$ cat src/rtl/axi_lsu_nslave_bridge.sv
// AXI load/store-unit bridge: one master port fanned out to NS slave ports.
// Slave 0 is the default target and returns its own IDs; slaves 1..NS-1 are
// decoded by BASE/MASK windows and have their request IDs held in per-slave
// FIFOs. Write data is routed by a FIFO of AW targets, with a same-cycle bypass.
module axi_lsu_nslave_bridge #(
    parameter int unsigned        NS          = 2,
    parameter int unsigned        M_ID_WIDTH  = 8,
    parameter int unsigned        S0_ID_WIDTH = 8,
    parameter int unsigned        IDQ_DEPTH   = 4,
    parameter int unsigned        WQ_DEPTH    = 4,
    parameter logic [NS*32-1:0]   BASE        = '0,
    parameter logic [NS*32-1:0]   MASK        = '0
) (
    input  logic                   clk,
    input  logic                   reset_l,
    // master read address / data
    input  logic                   m_arvalid,
    input  logic [M_ID_WIDTH-1:0]  m_arid,
    input  logic [31:0]            m_araddr,
    output logic                   m_arready,
    output logic                   m_rvalid,
    input  logic                   m_rready,
    output logic [63:0]            m_rdata,
    output logic [M_ID_WIDTH-1:0]  m_rid,
    output logic [1:0]             m_rresp,
    output logic                   m_rlast,
    // master write address / data / response
    input  logic                   m_awvalid,
    input  logic [M_ID_WIDTH-1:0]  m_awid,
    input  logic [31:0]            m_awaddr,
    output logic                   m_awready,
    input  logic                   m_wvalid,
    output logic                   m_wready,
    output logic                   m_bvalid,
    input  logic                   m_bready,
    output logic [M_ID_WIDTH-1:0]  m_bid,
    output logic [1:0]             m_bresp,
    // slave request handshakes
    output logic [NS-1:0]          s_arvalid,
    input  logic [NS-1:0]          s_arready,
    output logic [NS-1:0]          s_awvalid,
    input  logic [NS-1:0]          s_awready,
    output logic [NS-1:0]          s_wvalid,
    input  logic [NS-1:0]          s_wready,
    // slave read data
    input  logic [NS-1:0]          s_rvalid,
    output logic [NS-1:0]          s_rready,
    input  logic [NS*64-1:0]       s_rdata,
    input  logic [NS*2-1:0]        s_rresp,
    input  logic [NS-1:0]          s_rlast,
    input  logic [S0_ID_WIDTH-1:0] s0_rid,
    // slave write response
    input  logic [NS-1:0]          s_bvalid,
    output logic [NS-1:0]          s_bready,
    input  logic [NS*2-1:0]        s_bresp,
    input  logic [S0_ID_WIDTH-1:0] s0_bid
);

    localparam int unsigned SW  = (NS > 1) ? $clog2(NS) : 1;
    localparam int unsigned IPW = $clog2(IDQ_DEPTH);
    localparam int unsigned WPW = $clog2(WQ_DEPTH);
    localparam logic [IPW:0] IDQ_FULL = IDQ_DEPTH[IPW:0];
    localparam logic [WPW:0] WQ_FULL  = WQ_DEPTH[WPW:0];

    typedef logic [SW-1:0] sel_t;
    typedef enum logic {StIdle, StLock} r_state_e;

    // Lowest matching window wins; scanning downward lets the lower index overwrite.
    function automatic sel_t decode(input logic [31:0] addr);
        sel_t s = '0;
        for (int k = int'(NS) - 1; k >= 1; k--) begin
            if ((addr & MASK[k*32 +: 32]) == BASE[k*32 +: 32]) s = sel_t'(k);
        end
        return s;
    endfunction

    // First set bit at or above ptr, wrapping; returns ptr when nothing is set.
    function automatic sel_t rr_pick(input logic [NS-1:0] v, input sel_t ptr);
        sel_t g = ptr;
        logic found = 1'b0;
        int idx;
        for (int i = 0; i < int'(NS); i++) begin
            idx = (int'(ptr) + i) % int'(NS);
            if (!found && v[idx]) begin
                g = sel_t'(idx);
                found = 1'b1;
            end
        end
        return g;
    endfunction

    function automatic sel_t next_idx(input sel_t i);
        return (int'(i) == int'(NS) - 1) ? '0 : i + 1'b1;
    endfunction

    sel_t ar_sel, aw_sel, w_route, r_gnt, b_gnt;
    sel_t r_rr_q, r_lock_q, b_rr_q;
    r_state_e r_state_q;
    logic ar_blk, aw_blk, ar_hs, aw_hs, w_hs, w_ok, r_hs, r_done, b_hs;
    logic [NS-1:0] arq_full, awq_full;
    logic [M_ID_WIDTH-1:0] arq_head [NS];
    logic [M_ID_WIDTH-1:0] awq_head [NS];

    sel_t wq_mem [WQ_DEPTH];
    logic [WPW-1:0] wq_wp_q, wq_rp_q;
    logic [WPW:0] wq_cnt_q;
    logic wq_empty, wq_full, wq_push, wq_pop;

    assign ar_sel = decode(m_araddr);
    assign aw_sel = decode(m_awaddr);
    // Slave 0 has no ID FIFO, so its full flag is tied low and the lookup suffices.
    assign ar_blk = arq_full[ar_sel];
    assign aw_blk = awq_full[aw_sel] | wq_full;
    assign ar_hs  = m_arvalid & m_arready;
    assign aw_hs  = m_awvalid & m_awready;
    assign w_hs   = m_wvalid & m_wready;
    assign r_hs   = m_rvalid & m_rready;
    assign r_done = r_hs & m_rlast;
    assign b_hs   = m_bvalid & m_bready;

    assign wq_empty = (wq_cnt_q == '0);
    assign wq_full  = (wq_cnt_q == WQ_FULL);
    // A bypassed W consumes the AW route directly, so that route is never queued.
    assign wq_push  = aw_hs & ~(wq_empty & w_hs);
    assign wq_pop   = w_hs & ~wq_empty;

    // Address channel steering to the decoded slave.
    always_comb begin
        s_arvalid         = '0;
        s_arvalid[ar_sel] = m_arvalid & ~ar_blk;
        m_arready         = s_arready[ar_sel] & ~ar_blk;
        s_awvalid         = '0;
        s_awvalid[aw_sel] = m_awvalid & ~aw_blk;
        m_awready         = s_awready[aw_sel] & ~aw_blk;
    end

    // W routing: queued route first, otherwise the AW being presented this cycle.
    always_comb begin
        w_route = wq_mem[wq_rp_q];
        w_ok    = 1'b1;
        if (wq_empty) begin
            w_route = aw_sel;
            w_ok    = m_awvalid & ~aw_blk;
        end
        s_wvalid          = '0;
        s_wvalid[w_route] = m_wvalid & w_ok;
        m_wready          = s_wready[w_route] & w_ok;
    end

    // W-route FIFO state.
    always_ff @(posedge clk or negedge reset_l) begin
        if (!reset_l) begin
            wq_wp_q  <= '0;
            wq_rp_q  <= '0;
            wq_cnt_q <= '0;
        end else begin
            if (wq_push) begin
                wq_mem[wq_wp_q] <= aw_sel;
                wq_wp_q         <= wq_wp_q + 1'b1;
            end
            if (wq_pop) wq_rp_q <= wq_rp_q + 1'b1;
            if (wq_push && !wq_pop) wq_cnt_q <= wq_cnt_q + 1'b1;
            else if (wq_pop && !wq_push) wq_cnt_q <= wq_cnt_q - 1'b1;
        end
    end

    assign arq_full[0] = 1'b0;
    assign awq_full[0] = 1'b0;
    assign arq_head[0] = '0;
    assign awq_head[0] = '0;

    for (genvar k = 1; k < NS; k++) begin : g_idq
        logic [M_ID_WIDTH-1:0] ar_mem [IDQ_DEPTH];
        logic [M_ID_WIDTH-1:0] aw_mem [IDQ_DEPTH];
        logic [IPW-1:0] ar_wp_q, ar_rp_q, aw_wp_q, aw_rp_q;
        logic [IPW:0] ar_cnt_q, aw_cnt_q;
        logic ar_push, ar_pop, aw_push, aw_pop;

        assign ar_push     = ar_hs & (ar_sel == sel_t'(k));
        assign ar_pop      = r_done & (r_gnt == sel_t'(k)) & (ar_cnt_q != '0);
        assign aw_push     = aw_hs & (aw_sel == sel_t'(k));
        assign aw_pop      = b_hs & (b_gnt == sel_t'(k)) & (aw_cnt_q != '0);
        assign arq_full[k] = (ar_cnt_q == IDQ_FULL);
        assign awq_full[k] = (aw_cnt_q == IDQ_FULL);
        assign arq_head[k] = ar_mem[ar_rp_q];
        assign awq_head[k] = aw_mem[aw_rp_q];

        // Per-slave AR and AW ID FIFOs.
        always_ff @(posedge clk or negedge reset_l) begin
            if (!reset_l) begin
                ar_wp_q  <= '0;
                ar_rp_q  <= '0;
                ar_cnt_q <= '0;
                aw_wp_q  <= '0;
                aw_rp_q  <= '0;
                aw_cnt_q <= '0;
            end else begin
                if (ar_push) begin
                    ar_mem[ar_wp_q] <= m_arid;
                    ar_wp_q         <= ar_wp_q + 1'b1;
                end
                if (ar_pop) ar_rp_q <= ar_rp_q + 1'b1;
                if (ar_push && !ar_pop) ar_cnt_q <= ar_cnt_q + 1'b1;
                else if (ar_pop && !ar_push) ar_cnt_q <= ar_cnt_q - 1'b1;
                if (aw_push) begin
                    aw_mem[aw_wp_q] <= m_awid;
                    aw_wp_q         <= aw_wp_q + 1'b1;
                end
                if (aw_pop) aw_rp_q <= aw_rp_q + 1'b1;
                if (aw_push && !aw_pop) aw_cnt_q <= aw_cnt_q + 1'b1;
                else if (aw_pop && !aw_push) aw_cnt_q <= aw_cnt_q - 1'b1;
            end
        end
    end

    // R and B response muxing from the granted slave.
    always_comb begin
        r_gnt           = (r_state_q == StLock) ? r_lock_q : rr_pick(s_rvalid, r_rr_q);
        m_rvalid        = s_rvalid[r_gnt];
        s_rready        = '0;
        s_rready[r_gnt] = m_rready;
        m_rdata         = s_rdata[r_gnt*64 +: 64];
        m_rresp         = s_rresp[r_gnt*2 +: 2];
        m_rlast         = s_rlast[r_gnt];
        m_rid           = (r_gnt == '0) ? M_ID_WIDTH'(s0_rid) : arq_head[r_gnt];
        b_gnt           = rr_pick(s_bvalid, b_rr_q);
        m_bvalid        = s_bvalid[b_gnt];
        s_bready        = '0;
        s_bready[b_gnt] = m_bready;
        m_bresp         = s_bresp[b_gnt*2 +: 2];
        m_bid           = (b_gnt == '0) ? M_ID_WIDTH'(s0_bid) : awq_head[b_gnt];
    end

    // R arbiter FSM: lock onto a burst after its first beat, rotate priority on rlast.
    always_ff @(posedge clk or negedge reset_l) begin
        if (!reset_l) begin
            r_state_q <= StIdle;
            r_lock_q  <= '0;
            r_rr_q    <= '0;
        end else begin
            unique case (r_state_q)
                StIdle: begin
                    if (r_hs && !m_rlast) begin
                        r_state_q <= StLock;
                        r_lock_q  <= r_gnt;
                    end
                end
                StLock: begin
                    if (r_done) r_state_q <= StIdle;
                end
                default: r_state_q <= StIdle;
            endcase
            if (r_done) r_rr_q <= next_idx(r_gnt);
        end
    end

    // B arbiter pointer: responses are single-beat, so rotate on every handshake.
    always_ff @(posedge clk or negedge reset_l) begin
        if (!reset_l) b_rr_q <= '0;
        else if (b_hs) b_rr_q <= next_idx(b_gnt);
    end

endmodule

$ cat config.mk
export PLATFORM = sky130hd
export DESIGN_NAME = axi_lsu_nslave_bridge
export DESIGN_NICKNAME = d
export VERILOG_FILES = /design/src/rtl/axi_lsu_nslave_bridge.sv
export SDC_FILE = /design/constraint.sdc
export NUM_CORES = 1
export LEC_CHECK = 0
export BUFFER_PORTS_ARGS = -buffer_cell sky130_fd_sc_hd__buf_4
export CAP_MARGIN = 30
export CORE_AREA = 2 2 138 140
export CTS_CLUSTER_DIAMETER = 100
export DETAILED_ROUTE_END_ITERATION = 8
export DIE_AREA = 0 0 140 142
export MAX_ROUTING_LAYER = met4
export PLACE_DENSITY_LB_ADDON = 0.12
export SETUP_SLACK_MARGIN = 0.1
export SYNTH_ARGS = -nofsm -noshare
export SYNTH_HDL_FRONTEND = slang
export SYNTH_SLANG_ARGS = --single-unit
$ cat constraint.sdc
create_clock -name clk -period 2.8 [get_ports clk]
set_input_delay 0.14 -clock clk [delete_from_list [all_inputs] [get_ports clk]]
set_output_delay 0.14 -clock clk [all_outputs]
set_load 0.005 [all_outputs]
# [After elaboration in Yosys (flattened, before gate mapping)]
# Memory sizes are Yosys's and may differ from the RTL's.
# Index checks and enable logic that the tools add are counted.
[op_classes] muxes=54 eq_ne=3 addsub=14 n_reduce_logical=30 shifts=3 bitwise_logic=32 order_cmp=12
[op_table] operator="variable part select 128 x 8 -> 64 bit" n=1
[op_table] operator="two-way mux 8 bit" n=8
[op_table] operator="two-way mux 1 bit" n=36
[op_table] operator="bitwise AND 1 bit" n=19
[op_table] operator="two-way mux 3 bit" n=6
[op_table] operator="logical AND 1 bit" n=14
[op_table] operator="less-than comparator 1 x 2 -> 1 bit, second input constant" n=5
[op_table] operator="adder 3 x 1 -> 3 bit, second input constant" n=3
[op_table] operator="equality test 3 bit, second input constant" n=3
[op_table] operator="zero test 1 bit" n=9
[op_table] operator="subtractor 3 x 1 -> 3 bit, second input constant" n=3
[op_table] operator="adder 2 x 1 -> 2 bit, second input constant" n=4
[op_table] operator="variable part select 4 x 3 -> 2 bit" n=2
[op_table] operator="bitwise AND 2 bit" n=3
[op_table] operator="less-than comparator 2 x 3 -> 1 bit, second input constant" n=2
[op_table] operator="nonzero test 2 bit" n=3
[op_table] operator="nonzero test 3 bit" n=2
[op_table] operator="NOT 1 bit" n=5
[op_table] operator="adder 1 bit, second input constant" n=4
[op_table] operator="greater-or-equal comparator 2 bit, second input constant" n=2
[op_table] operator="NOT 1 -> 2 bit" n=2
[op_table] operator="demux 1 bit (select 1 bit)" n=3
[op_table] operator="greater-or-equal comparator 1 bit, second input constant" n=3
[op_table] operator="zero test 3 bit" n=1
[op_table] operator="4 further kinds" n=5
[word_totals] ramBits=64 inputBits=251 mem_count=2 output_inout_bits=100 word_cells=161 ff_bits=21
[mem_list] memory="g_idq[1].ar_mem" depth=4 word_bits=8 read_ports=1 rd_clocked_by_memory_dff=0 wr=1 line_no="173" rtl="logic [M_ID_WIDTH-1:0] ar_mem [IDQ_DEPTH];"
[mem_list] memory="g_idq[1].aw_mem" depth=4 word_bits=8 read_ports=1 rd_clocked_by_memory_dff=0 wr=1 line_no="174" rtl="logic [M_ID_WIDTH-1:0] aw_mem [IDQ_DEPTH];"

# [Longest topological paths before layout]
# Gate-level depths: netlist (run 1).
[logic_depth] ltp_word=17 mapped_depth=11 mapped_depth_nobuf=10

# [Worst setup path before layout (run 1)]
# OpenSTA, ideal clock, no wires.
[synth_timing] kind="register to register" start="register r_rr_q" end="register g_idq[1].ar_cnt_q[2]" stages_incl_launch_ff=11 arrival_ns=2.252 setup_time_ns=0.079 path_buffers=1 path_slack_ns=0.469 t_required_ns=2.721 cell_sequence="dfrtp_1 -> maj3_2 -> mux2i_4 -> buf_4 -> nand2b_1 -> ha_1 -> inv_1 -> fa_1 -> xor2_1 -> nor2_1 -> xor2_1"
[synth_between] elab_chain_cells=16
[synth_lines] item="start: declaration" line_no="97" rtl="sel_t r_rr_q, r_lock_q, b_rr_q;"
[synth_lines] item="start signal: assignment" line_no="253" rtl="if (r_done) r_rr_q <= next_idx(r_gnt);"
[synth_lines] item="adder 1 bit / two-way mux 1 bit (equally long branches)" line_no="83, 84"
[synth_lines] item="two-way mux 1 bit (implied by the code) (2 in series)" line_no="84" rtl="if (!found && v[idx]) begin"
[synth_lines] item="two-way mux 1 bit (implied by the code) / zero test 1 bit (equally long branches)" line_no="84"
[synth_lines] item="logical AND 1 bit" line_no="84"
[synth_lines] item="two-way mux 1 bit *" line_no="84"
[synth_lines] item="two-way mux 1 bit *" line_no="218" rtl="r_gnt = (r_state_q == StLock) ? r_lock_q : rr_pick(s_rvalid, r_rr_q);"
[synth_lines] item="two-way mux 1 bit (implied by the code) (2 in series)" line_no="219" rtl="m_rvalid = s_rvalid[r_gnt];"
[synth_lines] item="bitwise AND 1 bit" line_no="117" rtl="assign r_hs = m_rvalid & m_rready;"
[synth_lines] item="bitwise AND 1 bit" line_no="118" rtl="assign r_done = r_hs & m_rlast;"
[synth_lines] item="bitwise AND 1 bit * (2 in series)" line_no="180" rtl="assign ar_pop = r_done & (r_gnt == sel_t'(k)) & (ar_cnt_q != '0);"
[synth_lines] item="zero test 1 bit" line_no="203" rtl="if (ar_push && !ar_pop) ar_cnt_q <= ar_cnt_q + 1'b1;"
[synth_lines] item="logical AND 1 bit" line_no="203"
[synth_lines] item="two-way mux 3 bit / nonzero test 2 bit (equally long branches)"
[synth_lines] item="end signal: assignment" line_no="203"
[synth_lines] item="end signal: assignment" line_no="204" rtl="else if (ar_pop && !ar_push) ar_cnt_q <= ar_cnt_q - 1'b1;"
[synth_lines] item="end: declaration" line_no="176" rtl="logic [IPW:0] ar_cnt_q, aw_cnt_q;"
# Every way passes the cells marked *; elsewhere a longest branch is shown, timed or not. The select of a mux whose other input is x is not followed.
# A chain may end at the register's enable or synchronous reset.

# [Final worst setup path (run 1)]
[layout_timing] start="register r_rr_q" end="output port m_rdata[26]"
[layout_between] elab_chain_cells=8
[layout_lines] item="adder 1 bit / two-way mux 1 bit (equally long branches)" line_no="83, 84"
[layout_lines] item="two-way mux 1 bit (implied by the code) (2 in series)" line_no="84"
[layout_lines] item="two-way mux 1 bit (implied by the code) / zero test 1 bit (equally long branches)" line_no="84"
[layout_lines] item="logical AND 1 bit" line_no="84"
[layout_lines] item="two-way mux 1 bit *" line_no="84"
[layout_lines] item="two-way mux 1 bit *" line_no="218"
[layout_lines] item="variable part select 128 x 8 -> 64 bit *" line_no="222" rtl="m_rdata = s_rdata[r_gnt*64 +: 64];"
[layout_lines] item="end: declaration" line_no="23" rtl="output logic [63:0] m_rdata,"
# Marks and branches as above.

==> results of run 1 <==
-- layer usage --
metal  part of all wire  track usage
met4              0.012       0.0473
met3              0.082       0.0421
met5                  0            -
met2               0.52        0.267
met1               0.39        0.179
-- per-stage QoR --
stage	power, uW	instances	utilization	hold slack, ns
after floorplan	3580	319	-	-0.156
after global placement	4900	818	0.381	0.0598
after detailed placement	4960	818	0.381	0.0663
after CTS	6150	846	0.403	0.000237
after global routing	6440	850	0.404	0.00847
final	6040	850	0.404	0.0173
-- state kept, by name (all words and copies together), names as in the netlist, 2 cells and up, named ones only --
register        count
g_idq.ar_cnt_q      3
g_idq.ar_mem       32
g_idq.aw_wp_q       2
g_idq.ar_wp_q       2
g_idq.aw_rp_q       2
g_idq.aw_cnt_q      3
wq_cnt_q            3
g_idq.ar_rp_q       2
g_idq.aw_mem       32
-- cells in the final DEF, fill, tap and decap left out, types with 2 or more instances in the layout --
master,count
a21oi_1,2
nand2_1,7
dlygate4sd3_1,12
nand2b_1,3
diode_2,4
buf_4,282
clkbuf_16,9
fa_1,3
nor3_1,3
nor2b_1,5
clkinv_1,3
xor2_1,7
dfrtp_1,21
ha_1,11
o21ai_0,5
a21boi_0,3
nor2_1,11
xnor2_1,8
conb_1,3
inv_1,10
and2_1,6
and3_1,8
clkinv_4,2
mux2_2,88
edfxtp_1,64
mux4_2,16
-- report_power, final --
group          switching (uW)  total (uW)  internal, uW
clock                     465        1150           684
sequential                293        1860          1560
combinational            1160        3030          1870
-- cells by family after synthesis --
family | synth area share
AO/OA/AOI/OAI | 0.0274
multiplexers | 0.292
buffers and inverters | 0.0317
XOR/XNOR | 0.0280
flip-flops | 0.521
other | 0.000798
AND/OR/NAND/NOR | 0.0541
adder cells (fa/ha/maj) | 0.0445
-- worst max-delay path by stage --
stage / start / endpoint / cells past startpoint
after floorplan: r_rr_q$_DFFE_PN0N_ / g_idq[1].ar_cnt_q[2]$_DFFE_PN0P_ / 10
after global routing: flop / g_idq[1].ar_cnt_q[2]$_DFFE_PN0P_ / 10
after global placement: r_rr_q$_DFFE_PN0N_ / g_idq[1].ar_cnt_q[2]$_DFFE_PN0P_ / 9
after CTS: r_rr_q$_DFFE_PN0N_ / m_rresp[0] / 5
final: r_rr_q$_DFFE_PN0N_ / m_rdata[26] / 5
after detailed placement: flop / g_idq[1].ar_cnt_q[2]$_DFFE_PN0P_ / 10
-- worst max-delay path: stages, from the launching register on --
cell and delay (ns):
dfrtp_1 0.41, maj3_2 0.36, mux2i_4 0.19, buf_12 0.35, mux2_2 0.41, buf_4 0.15
-- final cells by class --
cell class / instances / area (sq um)
tap: 234 / 293
clock buffer: 9 / 225
antenna: 4 / 10.0
timing repair buffer: 295 / 2260
fill: 1767 / 11000
inverter: 11 / 41.3
multi-input combinational: 205 / 2110
sequential: 85 / 2450
clock inverter: 7 / 66.3
==> qor.csv, run 1 <==
metric;value;unit
rsz0062_at_grt;false;
htreeDepth;3;
antenna_left;0;
cp.arrival;2.30;ns
min_from;m_arid[5];
synth_edf_count;64;
numPortBuffers;280;
num_io_pins;351;
end_kind;output port;
clock_skew;0.00744;ns
min_path_cells;1;
cts.clk_slew.worst_paths;0.06;ns
hold_class;primary input to flop;
ir_drop;576;uV
rows;50;
status;complete, but fails checks;
timing.rr.end;g_idq[1].ar_cnt_q[2]$_DFFE_PN0P_;
cap_violations;0;
vias;3722;
ys_seq_area_frac;0.521;
die-area;19900;sq um
crit_type;flop to output port;
clk_latency;0.33;ns
slew_violations;0;
synth_async_sr_flop_share;0.247;
min_to;g_idq[1].ar_mem[3][5]$_DFFE_PP_;
worstMarginPinSlew;0.648;ns
yosys-top-cells-area;edfxtp_1, mux2_2, dfrtp_1;
first_pass_iters;9;
die_y;142;um
post_dp_cell_area;7030;sq um
ys_ff_latch;85;
grt_pass1_wl;22.5;mm
track_usage;0.155;
grt.overflow.total;0;
yosysMostFrequentCell;mux2_2;
core-area;18500;sq um
stdcell_area;7450;sq um
drcViolationCount;25;
crit_path_max_fanout;79;
wl_per_cell;18.3;um
syn_to_final_growth;58.6;%
synth_area_leader_cell;edfxtp_1;
reg2reg_depth;10;
numCtsBuffers;9;
cts_root_buf;clkbuf_16;
hold_violations;0;
syn-mean-instance-area;14.8;sq um
drt-vias-per-instance;4.38;
yosys_warnings;0;
required;2.66;ns
power.leakage;0.00321;uW
slew_headroom;0.568;
startpoint_type;flop;
dieWidth;140;um
synthCells;317;
syn_area;4700;sq um
clock.fmax;410;MHz
grt_pass1_vias;3825;
clock_path_buffers;2;
antenna_found_initial;5;
setup_viol_count_final;0;
ys_types;40;
tns;0;ns
post_cts_buffers;0;
cts-resized-gates;0;
synth_common_cells;mux2_2, edfxtp_1, dfrtp_1;
violations;design-rule violations;
gp_congestion;0.894;
drive_above_1_share;0.660;
r2r_start;r_lock_q$_DFFE_PN0P_;
power_density;810;nW/um^2
pre_cts_ws;0.521;ns
cts_num_sinks;85;
start_util;0.255;
fin_nets;872;
hold_buffers;12;
rrSetupSlack;0.48;ns
synth_top_area_frac;0.409;
setup_ws;0.362;ns
fin_crit;2.44;ns
period_share;0.871;
synth_flop_cell;edfxtp_1;
grt_max_degree;80;
wl;15.5;mm
cts_tree;built;
dpl.hpwl;12.7;mm
drtIter0Drc;148;
Note: power is estimated with default switching activity, not from simulation.
==> inputs of run 2 (changes only) <==
--- a/config.mk
+++ b/config.mk
@@ -9,11 +9,13 @@
 export CAP_MARGIN = 30
 export CORE_AREA = 2 2 138 140
 export CTS_CLUSTER_DIAMETER = 100
+export CTS_CLUSTER_SIZE = 16
 export DETAILED_ROUTE_END_ITERATION = 8
 export DIE_AREA = 0 0 140 142
 export MAX_ROUTING_LAYER = met4
 export PLACE_DENSITY_LB_ADDON = 0.12
 export SETUP_SLACK_MARGIN = 0.1
+export SKIP_CTS_REPAIR_TIMING = 1
 export SYNTH_ARGS = -nofsm -noshare
 export SYNTH_HDL_FRONTEND = slang
 export SYNTH_SLANG_ARGS = --single-unit
==> constraint.sdc (replaced) <==
create_clock -name clk -period 2.5 [get_ports clk]
set_input_delay 0.125 -clock clk [delete_from_list [all_inputs] [get_ports clk]]
set_output_delay 0.125 -clock clk [all_outputs]
set_load 0.005 [all_outputs]
==> qor.csv, run 2 (synthesized netlist as in run 1, its figures left out) <==
metric;value;unit
status;complete, but fails checks;
violations;design-rule violations;
fin_nets;885;
cts_root_buf;clkbuf_16;
reg2reg_depth;8;
clock_path_buffers;2;
antenna_left;0;
fillers;1764;
switchingPower;2300;uW
track_usage;0.156;
die_y;142;um
slowest_delay;0.42;ns
cts_tree;built;
cpMaxStageDelayCell;dfrtp_1;
grt_max_degree;80;
numPortBuffers;280;
drcViolationCount;25;
ir_drop;360;uV
final_cells;863;
drive_above_1_share;0.677;
die-area;19900;sq um
p_comb_frac;0.530;
clock_skew;0.00666;ns
required;2.38;ns
hold_violations;0;
hold_class;primary input to flop;
crit_family;multiplexers;
slew_violations;0;
dpl.hpwl;12.7;mm
grt.overflow.total;0;
start_util;0.255;
cap_violations;0;
core-area;18500;sq um
setup_viol_count_final;0;
numCtsBuffers;9;
min_to;g_idq[1].aw_mem[1][6]$_DFFE_PP_;
cts.clk_slew.worst_paths;0.06;ns
rsz0062_at_grt;true;
clockPowerShare;0.180;
startpoint_type;flop;
fin_crit;2.40;ns
grt_pass1_vias;3785;
path_buf_inv;3;
antenna_found_initial;5;
clk_latency;0.34;ns
timing.rr.end;g_idq[1].ar_cnt_q[1]$_DFFE_PN0P_;
crit_chain;maj3_2 > mux2i_4 > buf_4 > clkbuf_16 > mux2_2 > buf_4;
first_pass_iters;8;
rows;50;
end_kind;output port;
gp_congestion;0.891;
dp.cells;820;
dieWidth;140;um
worstMarginPinSlew;0.586;ns
vias;3793;
crit_type;flop to output port;
period_share;0.961;
grt_pass1_wl;22.4;mm
final_cell_mix;buf_4, mux2_2, edfxtp_1;
tns;0;ns
wl_per_cell;18.9;um
crit_path_max_fanout;10;
drt-vias-per-instance;4.40;
min_path_cells;1;
cp.arrival;2.28;ns
power_frac_seq;0.290;
syn_to_final_growth;62.7;%
rrSetupSlack;0.17;ns
drtIter0Drc;147;
internal_power;4830;uW
crit_path_frequent_cell;buf_4;
largest_registers;g_idq.ar_mem (32), g_idq.aw_mem (32);
sw_frac_of_total;0.323;
htreeDepth;3;
num_io_pins;351;
cts_num_sinks;85;
wl;16.3;mm
clock.fmax;416;MHz
power_density;933;nW/um^2
slew_headroom;0.609;
power.leakage;0.00330;uW
min_from;m_awid[6];
p_total;7130;uW
mostFrequentLayoutCell;buf_4;
r2r_start;r_lock_q$_DFFE_PN0P_;
[run 2: cell types whose count changed in the layout (fill, tap and decap cells not counted), moves of 3 or more]
cell	previous run	this run
clkbuf_8	0	3
dlygate4sd3_1	12	16
buf_4	282	287
clkinv_1	3	0
[run 2: metrics by stage]
stage	setup slack, ns	utilization	hold WS [ns]	area, sq um
2_1_floorplan	0.169	-	-0.171	4700
3_3_place_gp	0.246	0.382	0.0444	7040
3_5_place_dp	0.227	0.382	0.0512	7040
4_1_cts	0.0315	0.398	-0.315	7340
5_1_grt	0.0644	0.414	0.00112	7640
6_report	0.0968	0.414	0.00660	7640
[run 2: worst reg2reg max path: stages (launching register included)]
cell and delay [ns]:
dfrtp_1 0.44, a21boi_0 0.37, o221ai_2 0.17, nor2_1 0.24, nand2b_4 0.08, ha_2 0.19, inv_1 0.06, fa_1 0.40
mux2_2 0.27
[run 2: power by group through the flow]
| stage | registers [uW] | clock network (uW) | logic (uW) |
|---|---|---|---|
| 3_3_place_gp | 2080 | 0 | 3430 |
| 5_1_grt | 2120 | 1370 | 4090 |
| 3_5_place_dp | 2100 | 0 | 3480 |
| 4_1_cts | 2070 | 1320 | 3500 |
| 2_1_floorplan | 1920 | 0 | 2090 |
| 6_report | 2070 | 1280 | 3780 |
[run 2: worst max-delay path by stage]
stage	start	endpoint	slack, ns	cells past startpoint
2_1_floorplan	r_rr_q$_DFFE_PN0N_	g_idq[1].ar_cnt_q[2]$_DFFE_PN0P_	0.17	10
3_3_place_gp	r_rr_q$_DFFE_PN0N_	g_idq[1].ar_cnt_q[2]$_DFFE_PN0P_	0.25	9
3_5_place_dp	flop	g_idq[1].ar_cnt_q[1]$_DFFE_PN0P_	0.23	8
4_1_cts	r_rr_q$_DFFE_PN0N_	m_rresp[0]	0.03	5
5_1_grt	r_rr_q$_DFFE_PN0N_	m_rresp[0]	0.06	6
6_report	r_rr_q$_DFFE_PN0N_	m_rresp[0]	0.1	6
[run 2: metal layers]
layer | track usage | wire [um]
met1 | 0.163 | 6050
met4 | 0.0569 | 365
met5 | - | 0
met3 | 0.0532 | 1470
met2 | 0.275 | 8440
[run 2: area by class of cell]
| type | instances | area (sq um) | area share |
|---|---|---|---|
| sequential | 85 | 2450 | 0.321 |
| tap | 234 | 293 | 0.0383 |
| inverter | 11 | 41.3 | 0.00540 |
| clock inverter | 4 | 31.3 | 0.00409 |
| timing repair buffer | 308 | 2420 | 0.317 |
| antenna | 4 | 10.0 | 0.00131 |
| multi-input combinational | 205 | 2130 | 0.279 |
| clock buffer | 12 | 267 | 0.0349 |
